File: src/rtl/digit_counter_pkg.sv
// Shared type definitions for the digit counter slice.
// Only names the count direction; WIDTH and MAX stay module parameters.
package digit_counter_pkg;

  typedef enum logic {
    DIR_DOWN = 1'b0,
    DIR_UP   = 1'b1
  } dir_e;

endpackage

File: src/rtl/digit_counter.sv
// Single up/down digit counter over 0..MAX with wrap at both ends.
// Reset loads start_count, clamped to MAX so the count never leaves range.
module digit_counter
  import digit_counter_pkg::*;
#(
  parameter int WIDTH = 4,
  parameter int MAX   = 9
) (
  input  logic             clk,
  input  logic             reset,
  input  logic             enable,
  input  logic             direction,
  input  logic [WIDTH-1:0] start_count,
  output logic [WIDTH-1:0] count,
  output logic             zero_count
);

  localparam logic [WIDTH-1:0] MAX_V = WIDTH'(MAX);

  dir_e dir;
  assign dir = dir_e'(direction);

  // NOTE: state registers use non-blocking assignments so every flop samples
  // the pre-edge value of count; blocking here would create ordering races.
  always_ff @(posedge clk) begin
    if (reset) begin
      count <= (start_count > MAX_V) ? MAX_V : start_count;
    end else if (enable) begin
      if (dir == DIR_UP) begin
        count <= (count >= MAX_V) ? '0 : count + WIDTH'(1);
      end else begin
        count <= (count == '0 || count > MAX_V) ? MAX_V : count - WIDTH'(1);
      end
    end
  end

  assign zero_count = (count == '0);

endmodule

File: config.mk
export PLATFORM = sky130hd
export DESIGN_NAME = digit_counter
export DESIGN_NICKNAME = d
export VERILOG_FILES = /design/src/rtl/digit_counter_pkg.sv /design/src/rtl/digit_counter.sv
export SDC_FILE = /design/constraint.sdc
export NUM_CORES = 1
export LEC_CHECK = 0
export ABC_CLOCK_PERIOD_IN_PS = 2750
export BUFFER_PORTS_ARGS = -buffer_cell sky130_fd_sc_hd__buf_4
export CAP_MARGIN = 20
export CORE_AREA = 2 2 39 41
export DETAILED_ROUTE_END_ITERATION = 8
export DIE_AREA = 0 0 41 43
export GPL_TIMING_DRIVEN = 0
export PLACE_DENSITY_LB_ADDON = 0.3
export SLEW_MARGIN = 20
export SYNTH_ARGS = -nofsm -noshare
export SYNTH_HDL_FRONTEND = slang
export SYNTH_SLANG_ARGS = --single-unit
File: constraint.sdc
create_clock -name clk -period 2.75 [get_ports clk]
set_clock_uncertainty 0.15 [all_clocks]
set_input_delay 0.275 -clock clk [delete_from_list [all_inputs] [get_ports clk]]
set_output_delay 0.275 -clock clk [all_outputs]
set_load 0.01 [all_outputs]
# After elaboration in Yosys (flattened, before gate mapping)
# Cells that the tools add are included.
dict set report totals {
  in_bits 8
  reg_bits 4
  out_inout_bits 5
  elab_cells 15
}
dict set report op_classes {
  n_mux 6
  n_addsub 2
  n_lt_le_gt_ge 3
  reduce_logical 3
}
# op n
set ops {}
lappend ops {{$mux 4} 6}
lappend ops {{$gt 4x4->1 const B} 2}
lappend ops {{$add 4x1->4 const B} 1}
lappend ops {{$ge 4x4->1 const B} 1}
lappend ops {{$logic_not 4->1} 1}
lappend ops {{$sub 4x1->4 const B} 1}
lappend ops {{$reduce_bool 2->1} 1}
lappend ops {{$logic_or 1x1->1} 1}

# Logic depth before layout (Yosys ltp)
dict set report depth {
  word_depth 6
  mapped_depth 6
  ltp_nobuf 6
}

# Least setup slack after synthesis
# No wires, ideal clock.
dict set report synth_timing {
  kind {register to register}
  from {reg count[0]}
  to {reg count[0] (data pin)}
  arrival_ns 1.423
  slack_ns 0.918
  path_buffers 0
  path_stages_with_launch 7
  setup_time_ns 0.259
  period_less_slack_ns 1.832
  required_time_ns 2.341
  cell_sequence {edfxtp_1 -> inv_1 -> ha_1 -> nor3b_2 -> a21oi_1 -> a31oi_1 -> o31a_1}
}
dict set report synth_between {
  elab_chain_len 6
  word_cells_on_any_way 11
  classes_between {add/sub: 2; order compare: 2; mux: 5; reduce/logical: 2}
}
# item line_no
set synth_lines {}
lappend synth_lines {{start, declared} digit_counter.sv:14} ;# output logic [WIDTH-1:0] count,
lappend synth_lines {{start signal, assigned} digit_counter.sv:27} ;# count <= (start_count > MAX_V) ? MAX_V : start_count;
lappend synth_lines {{start signal, assigned} digit_counter.sv:30} ;# count <= (count >= MAX_V) ? '0 : count + WIDTH'(1);
lappend synth_lines {{start signal, assigned} digit_counter.sv:32} ;# count <= (count == '0 || count > MAX_V) ? MAX_V : count - WIDTH'(1);
lappend synth_lines {{$logic_not 4->1} --}
lappend synth_lines {{named net zero_count} digit_counter.sv:15} ;# output logic zero_count
lappend synth_lines {{$logic_or 1x1->1} digit_counter.sv:32}
lappend synth_lines {{$mux 4} digit_counter.sv:32}
lappend synth_lines {{$mux 4} digit_counter.sv:29} ;# if (dir == DIR_UP) begin
lappend synth_lines {{$mux 4} digit_counter.sv:28} ;# end else if (enable) begin
lappend synth_lines {{$mux 4} digit_counter.sv:26} ;# if (reset) begin
# The timed path passes the listed nets, and every way through them passes these cells. The select of a mux whose other input is x is not followed.
# A chain may end at the register's enable or synchronous reset.

# Worst setup path after layout
dict set report layout_timing {
  from {reg count[0]}
  to {reg count[0] (data pin)}
}
dict set report layout_between {
  elab_chain_len 6
  word_cells_on_any_way 11
  classes_between {add/sub: 2; order compare: 2; mux: 5; reduce/logical: 2}
}
# item line_no
set layout_lines {}
lappend layout_lines {{$gt 4x4->1 / $logic_not 4->1 (equally long branches)} digit_counter.sv:32}
lappend layout_lines {{$logic_or 1x1->1} digit_counter.sv:32}
lappend layout_lines {{$mux 4} digit_counter.sv:32}
lappend layout_lines {{$mux 4 (*)} digit_counter.sv:29}
lappend layout_lines {{$mux 4 (*)} digit_counter.sv:28}
lappend layout_lines {{$mux 4 (*)} digit_counter.sv:26}
# Mark *: on every way between the ends. The rest lies on a longest branch, timed or not. The select of a mux whose other input is x is not followed.

==> impl_metrics.toml <==
[outcome]
status = "finished clean"

[cts]
holdBufCountCts = 0
root_buffer = "clkbuf_4"
cts_made_buffers = 3
postCtsSetupRepairBufs = 0
clk_pin_slew_ns = 0.03
post_cts.resized_instances = 0
clkSinkCount = 4
clock_latency_ns = 0.23
number_of_buffers_between_clock_root_and_the_deepest_sink = 2
cts.htree.levels = 1
cts_tree = "yes"

[worst_setup_path]
critPathCaptureType = "flop"
rr_endpoint = "count[0]"
worstPathRequired_ns = 2.69
crit_arrival_ns = 1.87
timing.critical_path.slowest_stage_cell = "edfxtp_1"
critical_path_peak_fanout = 7
regToRegStartpoint = "count[0]"
ordered_cell_list_for_the_critical_path = "inv_1, ha_1, or3b_1, a31oi_1, o31a_1"
worst_path_largest_cell_delay_ns = 0.49
setup.reg_to_reg.worst_slack_ns = 0.82
worst-r2r-cell-count = 5
critical_path.top_delay_family = "flip-flops"
cp-start-kind = "flop"
worst-setup-path-type = "reg2reg"
critical_path_buf_inv_count = 1

[drt]
remaining_drc_errors = 0
drt-vias-per-instance = 5.32
first_iter_violations = 6
detailroute.via_count = 420
route.antenna.remaining_nets = 0
drt_pass1_iterations = 4
wire_per_inst_microns = 11.5
route.final.wire_length_microns = 910

[hold_path]
hold_path_depth = 3
hold_path_startpoint = "start_count[1]"
worstHoldPathType = "in2reg"
worst_hold_path.endpoint = "count[1]"

[grt]
grt_antenna_before_repair = 0
grt_first_pass_wirelength_mm = 1.43
grt_start_max_net_pins = 11
first_global_vias = 333
leftover_overflow_at_the_end_of_global_routing = 0
grt.total_usage_pct = 12.0

[synthesis]
synth.yosys.seq_area_share_pct = 28.7
synthDominantCellAreaShare_pct = 28.7
average_cell_area_after_synthesis_sq_um = 8.36
post_synth_main_area_contributors = "edfxtp_1 (29%), ha_1 (12%), a32oi_1 (4.2%)"
netlist.top_cell.by_area = "edfxtp_1"
postSynthCellCount = 50
synth_cell_types = 28
synth-warning-count = 0
yosys_register_bits = 4
synthesized_cell_area_sq_um = 418
syn_nets = 62

[floorplanning]
core_sq_um = 1380
die_area_sq_um = 1760
floorplan.die.width_microns = 41
num_rows = 14
initial_core_utilization_pct = 30.2
boundary_pin_count = 13
floorplan.die.height_microns = 43

[power_and_ir_drop]
irDropWorstVdd_uv = 303
power.density_cell_area_nw_per_um2 = 496
p_comb_share_pct = 38.9
clock_power_share_pct = 26.4
seq_power_share_pct = 34.7
cellLeakagePower_nw = 0.224
total_switching_power_w = 0.0000880
switching_share_pct = 33.2
internal_power_w = 0.000177

[placed_design]
quantity_of_i_o_buffers_inserted_on_ports = 10
placement.setup.worst_slack_ns = 0.803
dp_wirelength_microns = 736
gp_routability_congestion = 0.707

[job]
drv.max_cap_violation_count = 0

[layout]
layout.filler_cells = 156
area.growth.synth_to_final_pct = 28.1
design.final.nets = 77
drive_above_1_share_pct = 28.6
most_used_cells_in_the_layout_excluding_fill_and_tap_cells = "buf_4 (10), inv_1 (4), nor2_1 (4), ha_1 (4), edfxtp_1 (4)"
antennaDiodeCount = 0
top_regs = "count x4"
max_flop_register = "count"
largest_register_ff_count = 4
layout_commonest_cell = "buf_4"

[sta]
fin_tns_setup_ns = 0
number_of_pins_exceeding_their_max_slew_limit_in_the_final_report = 0
hold_viol_final = 0
period_needed_ns = 1.93
worst_slack_ns = 0.815
grt_setup_unrepaired = "no"
fraction_of_the_cycle_the_final_worst_path_needs_pct = 70.4
max-slew-margin-rel_pct = 77.4
worst_pin_slew_ns = 0.340
timing.fmax_mhz = 517
timing.final.setup_violations = 0
-- worst max path at each step --
stage / from / to / depth (start not counted)
detailed placement: count[0] / count[0] / 5
CTS: count[0] / count[0] / 5
finish: count[0] / count[0] / 5
global route: count[0] / count[0] / 6
global placement: count[0] / count[0] / 6
floorplan: count[0] / count[0] / 6
-- per-stage QoR --
stage	hold WS, ns	area, sq um	total power (W)	utilization (%)	cells
after floorplan	0.343	418	0.000161	-	50
after global placement	0.469	513	0.000196	37.1	76
after detailed placement	0.472	513	0.000197	37.1	76
after CTS	0.231	536	0.000271	38.7	79
after global routing	0.239	536	0.000288	38.7	79
final	0.231	536	0.000265	38.7	79
-- cells in the mapped netlist --
library cell	count
nand2_1	1
or3b_1	1
or3_1	1
o21bai_1	1
a21oi_1	3
nor3_1	2
clkbuf_1	1
nand3b_1	1
or2_2	1
buf_2	2
a311o_1	1
a31oi_1	2
ha_1	4
xnor2_1	1
nor3b_2	1
inv_2	1
nor3b_1	1
a32oi_1	2
o21ai_1	2
nor2_1	4
nand2b_1	1
inv_1	4
nand3_1	3
edfxtp_1	4
o31a_1	1
o31ai_1	1
o21ai_0	2
a311oi_1	1
-- worst register-to-register path, stage by stage (launching register included) --
cell and delay (ns):
edfxtp_1 0.49, inv_1 0.15, ha_1 0.25, or3b_1 0.38, a31oi_1 0.20, o31a_1 0.18
-- cell type report --
cell class                 count  area (sq um)  share of cell area (%)
buffer                         3          13.8                    2.57
clock buffer                   3          22.5                    4.21
inverter                       5          18.8                    3.50
multi-input combinational     38           265                    49.5
sequential                     4           120                    22.4
tap                           16          20.0                    3.74
timing repair buffer          10          75.1                    14.0
-- per-layer routing --
layer  track usage (%)  up-vias  wire [microns]
li1                  -      212               -
met1              15.5      192             406
met2              18.8       16             449
met3              4.71        0              55
met4              2.00        0               0
met5                 0        -               0
-- power by group through the flow --
stage | Clock, W | Combinational, W | Sequential [W]
6_report | 0.0000700 | 0.000103 | 0.0000922
5_1_grt | 0.0000783 | 0.000116 | 0.0000937
4_1_cts | 0.0000739 | 0.000104 | 0.0000926
3_3_place_gp | 0 | 0.000103 | 0.0000928
3_5_place_dp | 0 | 0.000104 | 0.0000934
2_1_floorplan | 0 | 0.0000668 | 0.0000941
-- cells by family after synthesis --
| logic type | Yosys count | synth area share [%] |
|---|---|---|
| compound gates | 16 | 25.8 |
| buf+inv | 8 | 7.78 |
| xor+xnor | 1 | 2.10 |
| fa+ha+maj | 4 | 12.0 |
| flops | 4 | 28.7 |
| simple gates | 17 | 23.7 |
Note: power is estimated with default switching activity, not from simulation.
